==> src/rtl/instruction_loader_pkg.sv <==
// Shared types for the instruction loader: word/address typedefs and the loader state encoding.
package instruction_loader_pkg;

  localparam int unsigned WORD_W  = 32;
  localparam int unsigned ADDR_W  = 32;
  localparam int unsigned BYTE_W  = 8;
  localparam int unsigned COUNT_W = 16;

  typedef logic [WORD_W-1:0] word;
  typedef logic [ADDR_W-1:0] word_address;

  typedef enum logic [2:0] {
    IDLE,
    LEN_LO,
    LEN_HI,
    DATA,
    WRITE,
    DONE,
    ERROR
  } loader_state_e;

  // Byte address of word number idx in a program placed at base.
  function automatic word_address word_addr(input word_address base, input logic [COUNT_W-1:0] idx);
    return base + (ADDR_W'(idx) << 2);
  endfunction

endpackage

==> src/rtl/byte_word_packer.sv <==
// Little-endian byte-to-word assembler; the partial word survives gaps in the byte stream.
module byte_word_packer
  import instruction_loader_pkg::*;
(
  input  logic                clock,
  input  logic                reset_n,
  input  logic                clear,
  input  logic                byte_en,
  input  logic [BYTE_W-1:0]   byte_data,
  output logic [WORD_W-1:0]   word_c,
  output logic                complete_c
);

  logic [1:0]  idx;
  logic [23:0] partial;

  // The fourth byte completes the word combinationally so the loader can latch it on acceptance.
  always_comb begin
    word_c     = {byte_data, partial};
    complete_c = byte_en && (idx == 2'd3);
  end

  always_ff @(posedge clock or negedge reset_n) begin
    if (!reset_n) begin
      idx     <= 2'd0;
      partial <= 24'd0;
    end else if (clear) begin
      idx     <= 2'd0;
      partial <= 24'd0;
    end else if (byte_en) begin
      case (idx)
        2'd0:    partial[7:0]   <= byte_data;
        2'd1:    partial[15:8]  <= byte_data;
        2'd2:    partial[23:16] <= byte_data;
        default: partial        <= partial;
      endcase
      idx <= idx + 2'd1;
    end
  end

endmodule

==> src/rtl/instruction_loader.sv <==
// Loads a length-prefixed byte stream into instruction memory as 32-bit words,
// holding the core in reset until the whole program has been written.
module instruction_loader
  import instruction_loader_pkg::*;
#(
  parameter int unsigned MAX_WORDS = 1024,
  parameter word_address BASE_ADDR = '0
) (
  input  logic                clock,
  input  logic                reset_n,
  input  logic                start,
  input  logic                byte_valid,
  input  logic [BYTE_W-1:0]   byte_data,
  output logic                byte_ready,
  output logic                mem_write,
  output logic [ADDR_W-1:0]   mem_addr,
  output logic [WORD_W-1:0]   mem_data,
  input  logic                mem_ready,
  output logic                core_reset,
  output logic                done,
  output logic                error,
  output logic [COUNT_W-1:0]  words_loaded
);

  loader_state_e state, next_state;

  logic                byte_ready_d, mem_write_d, core_reset_d, done_d, error_d;
  logic [BYTE_W-1:0]   len_lo;
  logic [COUNT_W-1:0]  len;
  logic [COUNT_W-1:0]  len_c;
  logic                accept_c, restart_c, len_bad_c, last_word_c;
  logic                pack_en_c, word_complete_c;
  word                 packed_word_c;

  always_comb begin
    accept_c    = byte_valid && byte_ready;
    restart_c   = start && (state == IDLE || state == DONE || state == ERROR);
    len_c       = {byte_data, len_lo};
    len_bad_c   = (len_c == '0) || (32'(len_c) > MAX_WORDS);
    last_word_c = (words_loaded + 16'd1) == len;
    pack_en_c   = (state == DATA) && accept_c;
  end

  byte_word_packer u_packer (
    .clock      (clock),
    .reset_n    (reset_n),
    .clear      (restart_c),
    .byte_en    (pack_en_c),
    .byte_data  (byte_data),
    .word_c     (packed_word_c),
    .complete_c (word_complete_c)
  );

  // State register; control outputs are registered decodes of the next state.
  always_ff @(posedge clock or negedge reset_n) begin
    if (!reset_n) begin
      state      <= IDLE;
      byte_ready <= 1'b0;
      mem_write  <= 1'b0;
      core_reset <= 1'b1;
      done       <= 1'b0;
      error      <= 1'b0;
    end else begin
      state      <= next_state;
      byte_ready <= byte_ready_d;
      mem_write  <= mem_write_d;
      core_reset <= core_reset_d;
      done       <= done_d;
      error      <= error_d;
    end
  end

  always_comb begin
    next_state = state;
    case (state)
      IDLE, DONE, ERROR: if (start) next_state = LEN_LO;
      LEN_LO:            if (accept_c) next_state = LEN_HI;
      LEN_HI:            if (accept_c) next_state = len_bad_c ? ERROR : DATA;
      DATA:              if (word_complete_c) next_state = WRITE;
      WRITE:             if (mem_ready) next_state = last_word_c ? DONE : DATA;
      default:           next_state = IDLE;
    endcase
  end

  always_comb begin
    byte_ready_d = 1'b0;
    mem_write_d  = 1'b0;
    core_reset_d = 1'b1;
    done_d       = 1'b0;
    error_d      = 1'b0;
    case (next_state)
      LEN_LO, LEN_HI, DATA: byte_ready_d = 1'b1;
      WRITE:                mem_write_d  = 1'b1;
      DONE: begin
        core_reset_d = 1'b0;
        done_d       = 1'b1;
      end
      ERROR:                error_d      = 1'b1;
      default:              ;
    endcase
  end

  // Length capture, write payload and word counter.
  always_ff @(posedge clock or negedge reset_n) begin
    if (!reset_n) begin
      len_lo       <= '0;
      len          <= '0;
      words_loaded <= '0;
      mem_addr     <= BASE_ADDR;
      mem_data     <= '0;
    end else begin
      if (restart_c) words_loaded <= '0;
      if (state == LEN_LO && accept_c) len_lo <= byte_data;
      if (state == LEN_HI && accept_c) len <= len_c;
      if (word_complete_c) begin
        mem_data <= packed_word_c;
        mem_addr <= word_addr(BASE_ADDR, words_loaded);
      end
      if (state == WRITE && mem_ready) words_loaded <= words_loaded + 16'd1;
    end
  end

endmodule

==> config.mk <==
export PLATFORM = sky130hd
export DESIGN_NAME = instruction_loader
export DESIGN_NICKNAME = d
export VERILOG_FILES = /design/src/rtl/instruction_loader_pkg.sv /design/src/rtl/byte_word_packer.sv /design/src/rtl/instruction_loader.sv
export SDC_FILE = /design/constraint.sdc
export NUM_CORES = 1
export LEC_CHECK = 0
export ABC_AREA = 1
export CORE_ASPECT_RATIO = 0.9
export CORE_MARGIN = 2
export CORE_UTILIZATION = 35
export CTS_CLUSTER_DIAMETER = 60
export DETAILED_ROUTE_END_ITERATION = 8
export HOLD_SLACK_MARGIN = 0.05
export PLACE_DENSITY = 0.62
export SLEW_MARGIN = 20
export SYNTH_ARGS = -nofsm -noshare
export SYNTH_HDL_FRONTEND = slang
export SYNTH_SLANG_ARGS = --single-unit
==> constraint.sdc <==
create_clock -name clock -period 2.1 [get_ports clock]
set_input_delay 0.525 -clock clock [delete_from_list [all_inputs] [get_ports clock]]
set_output_delay 0.525 -clock clock [all_outputs]
set_load 0.005 [all_outputs]
Word-level counts from Yosys, hierarchy flattened
Index checks and enable logic that the tools add are counted.
{ "totals": {"in_bits": 13, "regBits": 122, "ramBits": 0, "rom_bits": 0, "word_cells": 79, "out_inout_bits": 85, "latch_bits": 0, "mem_count": 0} }
{ "classes": {"div_mod_pow": 0, "multipliers": 0, "magnitude_cmp": 1, "eq_ne": 16, "n_mux": 22, "n_addsub": 2, "n_bitwise": 0, "shift": 0, "n_reduce_logical": 23} }
{ "op_table": {"columns": ["operator", "count"], "rows": [
  ["24-bit two-way mux", 2],
  ["16-bit two-way mux", 2],
  ["8-bit two-way mux", 3],
  ["3-bit two-way mux", 7],
  ["3-bit equality test (second input constant)", 6],
  ["16-bit by 1-bit adder with 16-bit output (second input constant)", 1],
  ["16-bit equality test", 1],
  ["16-bit by 11-bit greater-than comparator with 1-bit output (second input constant)", 1],
  ["16-bit zero test", 1],
  ["3-bit case mux with 5 select lines", 1],
  ["3-bit by 2-bit equality test with 1-bit output (second input constant)", 4],
  ["2-bit nonzero test", 5],
  ["1-bit logical AND", 7],
  ["3-bit by 1-bit equality test with 1-bit output (second input constant)", 2],
  ["2-bit AND reduction", 3],
  ["3-bit OR reduction", 2],
  ["1-bit two-way mux", 5],
  ["2-bit equality test (second input constant)", 2],
  ["2-bit two-way mux", 2],
  ["3-bit zero test", 1],
  ["1-bit logical OR", 3],
  ["2-bit by 1-bit adder with 2-bit output (second input constant)", 1],
  ["2-bit by 1-bit equality test with 1-bit output (second input constant)", 1],
  ["2-bit zero test", 1]
]} }

Logic depth before layout (Yosys ltp)
{ "logic_depth": {"word_depth": 8, "mapped_depth": 17, "ltp_nobuf": 17} }

Cells and area by module
Synthesis repeated with hierarchy kept, for this count alone.
{ "hier_totals": {"cells_unflattened": 724, "hier_area_um2": 5908.2} }
{ "modules_own_cells": {"columns": ["module", "seq_area_each_um2", "instances", "area_each_um2", "cells_per_inst"], "rows": [
  ["instruction_loader", 2403.6, 1, 4566.9, 576],
  ["byte_word_packer", 650.6, 1, 1341.3, 148]
]} }

Least setup slack after synthesis
No wires, ideal clock.
{ "synth_path": {"kind": "flip-flop to flip-flop", "startpoint": "reg words_loaded[0]", "endpoint": "reg byte_ready", "required_time_ns": 1.987, "synth_period_minus_slack_ns": 1.847, "t_arrival_ns": 1.734, "stages_incl_launch_ff": 15, "slack_ns": 0.253, "n_path_buf": 0, "setup_ns": 0.113, "path_cell_list": "dfrtp_1 > ha_1 > or2_2 > nand3_1 > nand2_1 > inv_1 > nand4_1 > nor2_1 > nand3_1 > nand2_1 > nand2_1 > nand2_1 > nand3_2 > nand2_1 > inv_1"} }
{ "synth_via": {"elab_chain_len": 8, "elab_cells_between_ends": 10, "cone_classes": "1 x add/sub; 4 x eq/ne; 4 x mux; 1 x reduce/logical"} }
{ "synth_lines": {"columns": ["element", "line", "text"], "rows": [
  ["from (decl)", "instruction_loader.sv:22", "output logic [COUNT_W-1:0] words_loaded"],
  ["from (signal assigned)", "instruction_loader.sv:119", "if (state == WRITE && mem_ready) words_loaded <= words_loaded + 16'd1;"],
  ["16-bit by 1-bit adder with 16-bit output (*)", "instruction_loader.sv:40", "last_word_c = (words_loaded + 16'd1) == len;"],
  ["16-bit equality test (*)", "instruction_loader.sv:40", null],
  ["3-bit two-way mux (*) (2 in a row)", "instruction_loader.sv:80", "WRITE: if (mem_ready) next_state = last_word_c ? DONE : DATA;"],
  ["3-bit case mux with 5 select lines (*)", "instruction_loader.sv:75", "case (state)"],
  ["3-bit by 1-bit equality test with 1-bit output / 3-bit by 2-bit equality test with 1-bit output (equally long branches)", "instruction_loader.sv:91", "case (next_state)"],
  ["3-bit OR reduction (*)", "instruction_loader.sv:91", null],
  ["1-bit two-way mux (*)", "instruction_loader.sv:91", null],
  ["net byte_ready_d", "instruction_loader.sv:27", "logic byte_ready_d, mem_write_d, core_reset_d, done_d, error_d;"],
  ["to (signal assigned)", "instruction_loader.sv:65", "byte_ready <= byte_ready_d;"],
  ["to (decl)", "instruction_loader.sv:14", "output logic byte_ready,"]
]} }
The timed path passes the listed nets; every way through them passes the cells marked *.
A chain may end at the register's enable or synchronous reset.

Final worst setup path
{ "layout_path": {"startpoint": "reg state[0]", "endpoint": "reg byte_ready"} }
{ "layout_via": {"elab_chain_len": 8, "elab_cells_between_ends": 21, "cone_classes": "9 x eq/ne; 7 x mux; 5 x reduce/logical"} }
{ "layout_lines": {"columns": ["element", "line", "text"], "rows": [
  ["from (decl)", "instruction_loader.sv:25", "loader_state_e state, next_state;"],
  ["from (signal assigned)", "instruction_loader.sv:64", "state <= next_state;"],
  ["3-bit by 2-bit equality test with 1-bit output", "instruction_loader.sv:41, instruction_loader.sv:75", null],
  ["1-bit logical AND", "instruction_loader.sv:41", "pack_en_c = (state == DATA) && accept_c;"],
  ["1-bit logical AND", "byte_word_packer.sv:20", "complete_c = byte_en && (idx == 2'd3);"],
  ["3-bit two-way mux", "instruction_loader.sv:79", "DATA: if (word_complete_c) next_state = WRITE;"],
  ["3-bit case mux with 5 select lines (*)", "instruction_loader.sv:75", null],
  ["net next_state[0]", "instruction_loader.sv:25", null],
  ["3-bit by 1-bit equality test with 1-bit output / 3-bit by 2-bit equality test with 1-bit output (equally long branches)", "instruction_loader.sv:91", null],
  ["3-bit OR reduction (*)", "instruction_loader.sv:91", null],
  ["1-bit two-way mux (*)", "instruction_loader.sv:91", null],
  ["net byte_ready_d", "instruction_loader.sv:27", null]
]} }
Marks and branches as above.

==> metrics.txt <==
vias per cell between 4 and 5; die height ~120 um; Worst Skew between 10 and 15 ps; initial antenna violation count 0; TritonCTS clock tree yes; largest cells by area after synthesis dfrtp_1 (55%), nand2_1 (12%), o21ai_0 (6.5%), mux2_2 (5.3%), inv_1 (3.8%); Crit Path Class flip-flop to flip-flop; TritonCTS Buffers 17; Peak Freq about 470 MHz; count leader, synth nand2_1; Max Cap Viol 0; Setup TNS -17.0 ps; RSZ-0062 raised after global routing true; final instance area 0.00773 mm^2; VDD IR max a little under 0.7 mV; share of flip-flops with an asynchronous set or reset 100%; H-tree lvl count 4; Hold Violations, Final 0; share of layout cells above drive strength 1 around a quarter; Compound-Gate Fraction of Synth Area a little under a tenth; status complete, but fails checks; clk_lat worst skew about 430 ps; Placed Area ~0.0068 mm^2; post-route insts no fill 968; max-slew violations 0; switching pwr around 0.0029 W; setup slack after layout -17.0 ps; post-route DRC violation count 0; via count about 4,700; CP required 2420 ps; total wire length around 15,000 um; Post-synth top cells nand2_1 (175), dfrtp_1 (121), o21ai_0 (72); post-DR wirelength/cell ~15 um; Post-synth EDFFs 0; Synth Area in Adders 1.13%; area of the core approximately 0.015 mm^2; clock share of power around 34%; xor and xnor area share after synthesis less than 1%; min Tclk post-route around 2100 ps; Slowest cell on crit path dfrtp_1; die area roughly 0.017 mm^2; Worst Hold Class flip-flop to flip-flop; Lkg Pwr 3.61 nW; Initial Util a little over a third; Power Dens Cells 1130 mW/mm^2; Yosys reg bits 122; initial drt markers 260; clock buffer depth 2; failing checks setup timing; Top Ports 98; synth unique cells 33; CP Cell Sequence nor2_4, inv_1, nor2_4, nor2_1, nand2_4, nand2_4, a311oi_1, nand2_1, clkinv_2, nand3_2, nand2_1, inv_1; DP Wirelength roughly 10,000 um; Synth Flop Type dfrtp_1; Clock Pin Slew Worst Setup and Hold Paths 60 ps; worst path buffer plus inverter count 3; first-pass GRT wire length approximately 23,000 um; largest family of logic cells by synthesized area simple AND/OR/NAND/NOR gates; Crit. End Element flip-flop; die width roughly 140 um; num rows 43; cell taking the most area after synthesis dfrtp_1; sw frac around a third; Critical Path AT ~2400 ps; I/O Buffers 81; multi-input logic area about 0.0023 mm^2; Post-Synth Simple-Gate Area between 20% and 30%; Seq/Total Area, Yosys 55.1%; R2R Setup Slk -20 ps; Worst setup SP type flip-flop; combinational share of power 27.0%; CTS root buffer clkbuf_16; syn_area_per_cell around 9.0 um^2; clk sink count 122; Yosys warnings 0; Yosys top cell area share approximately 55%; CP Max Fanout 10; final setup violation count 1; number of fill cells roughly 1,400; drt first pass iters 4; Reg area ~0.0031 mm^2; NumNets Final 771; Int Pwr 0.00577 W; Syn Std Cell Area approximately 0.0055 mm^2; proportion of synthesized area in mux cells 5.28%; ant diodes 0; Mapped Cells just over 600; Flop pwr share 38.8%; antenna viol nets, final 0; fin crit share 101%; Overall Global Routing Usage 18.1%; Area Growth Syn to Fin 39.6%; largest net degree at the start of global routing a little over 50; Inst Count DP 921; vias in the first global route between 4,000 and 5,000; top cell family by delay on the critical path simple AND/OR/NAND/NOR gates; Placer Congestion 0.911; slowest stage delay, CP 480 ps; total gr overflow 0; Final Power just under 0.009 W
-- metal layers --
| metal | global-route usage, % | vias to the layer above | routed length [um] |
|---|---|---|---|
| met5 | 0 | - | 0 |
| met4 | 7.29 | 0 | 265 |
| met3 | 5.17 | 20 | 779 |
| met2 | 28.4 | 122 | 7060 |
| met1 | 23.8 | 2264 | 6530 |
| li1 | - | 2252 | - |
-- power by group through the flow --
stage               Clock (W)  Combinational [W]  Sequential, W
floorplan                   0            0.00135        0.00331
global placement            0            0.00213        0.00337
detailed placement          0            0.00220        0.00339
CTS                   0.00303            0.00230        0.00337
global route          0.00315            0.00266        0.00345
finish                0.00298            0.00235        0.00338
-- state kept, by name, indices dropped and copies added (netlist names), 2 cells and up --
| signal | count |
|---|---|
| len_lo | 8 |
| mem_data | 32 |
| words_loaded | 16 |
| u_packer.idx | 2 |
| state | 3 |
| len | 16 |
| u_packer.partial | 24 |
| mem_addr | 16 |
-- metrics by stage --
step | setup slack, ps | util (%) | hold WS (ps)
final | -17.0 | 50.1 | 483
after detailed placement | -347 | 44.3 | 472
after CTS | -16.5 | 49.3 | 488
after floorplan | 253 | - | 229
after global placement | -228 | 44.3 | 466
after global routing | -162 | 50.1 | 500
-- placed cells by master, fill, tap and decap left out, types with 2 or more instances in the layout --
cell             synthesis  layout
conb_1                   1      16
clkdlybuf4s50_1          0      79
nor2_4                   5      10
inv_2                    5       3
nand4_1                  7       7
nor2_2                   8       9
clkinv_4                 0       3
ha_1                     5       4
inv_1                   56      55
xor2_1                   3       2
a21oi_1                  6       6
buf_12                   0       4
nor2_1                  22      16
clkinvlp_4               0       3
dfrtp_2                  0       6
dfrtp_1                121     115
or2_2                    3       3
nand2_1                175     162
nand3_2                  2       7
nand2_4                  2       6
nand2_2                  6      15
inv_6                    0       6
mux2_2                  26      26
o21ai_0                 72      72
clkinv_2                 1       2
nand3_1                 31      26
clkbuf_16                0      17
buf_6                    0       2
buf_4                   16      51
o22ai_1                 13      12
bufinv_16                0       2
-- area by class of cell --
class                   count  share of cell area, %
flip-flops and latches    122                   39.6
multi-input cells         412                   29.4
repair buffers            138                   16.7
clock buffers              18                   5.68
well taps                 202                   3.27
inverters                  62                   3.17
clock inverters            14                   2.09
-- worst min-delay path: cells and delay by family (launching register included) --
family,cells,cell delay (ps)
flip-flops,1,340
AND/OR/NAND/NOR,1,50
AO/OA/AOI/OAI,1,50
-- timing repair --
action,4_1_cts,5_1_grt
endpoints found under the hold margin,29,0
pin swaps,16,23
endpoints found under the setup margin,6,9
gates resized for setup,24,27
buffers inserted,9,5
hold buffers,1,0
-- path summary, 6_finish.rpt --
check                                     to         start  cells past startpoint
worst max-delay path              byte_ready      state[0]                     12
worst min-delay path            mem_addr[16]  mem_addr[16]                      2
worst max register to register    byte_ready      state[0]                     12
worst min register to register  mem_addr[16]  mem_addr[16]                      2
max in group asynchronous         core_reset       reset_n                      3
min in group asynchronous       mem_data[19]       reset_n                      2
-- cell families (layout without fill, tap and decap cells) --
logic type	after synthesis	in the layout
AO/OA/AOI/OAI	97	97
AND/OR/NAND/NOR	265	265
other	1	16
XOR/XNOR	3	3
flip-flops	122	122
buffers and inverters	95	232
adder cells (fa/ha/maj)	5	5
multiplexers	26	26
Note: power is estimated with default switching activity, not from simulation.
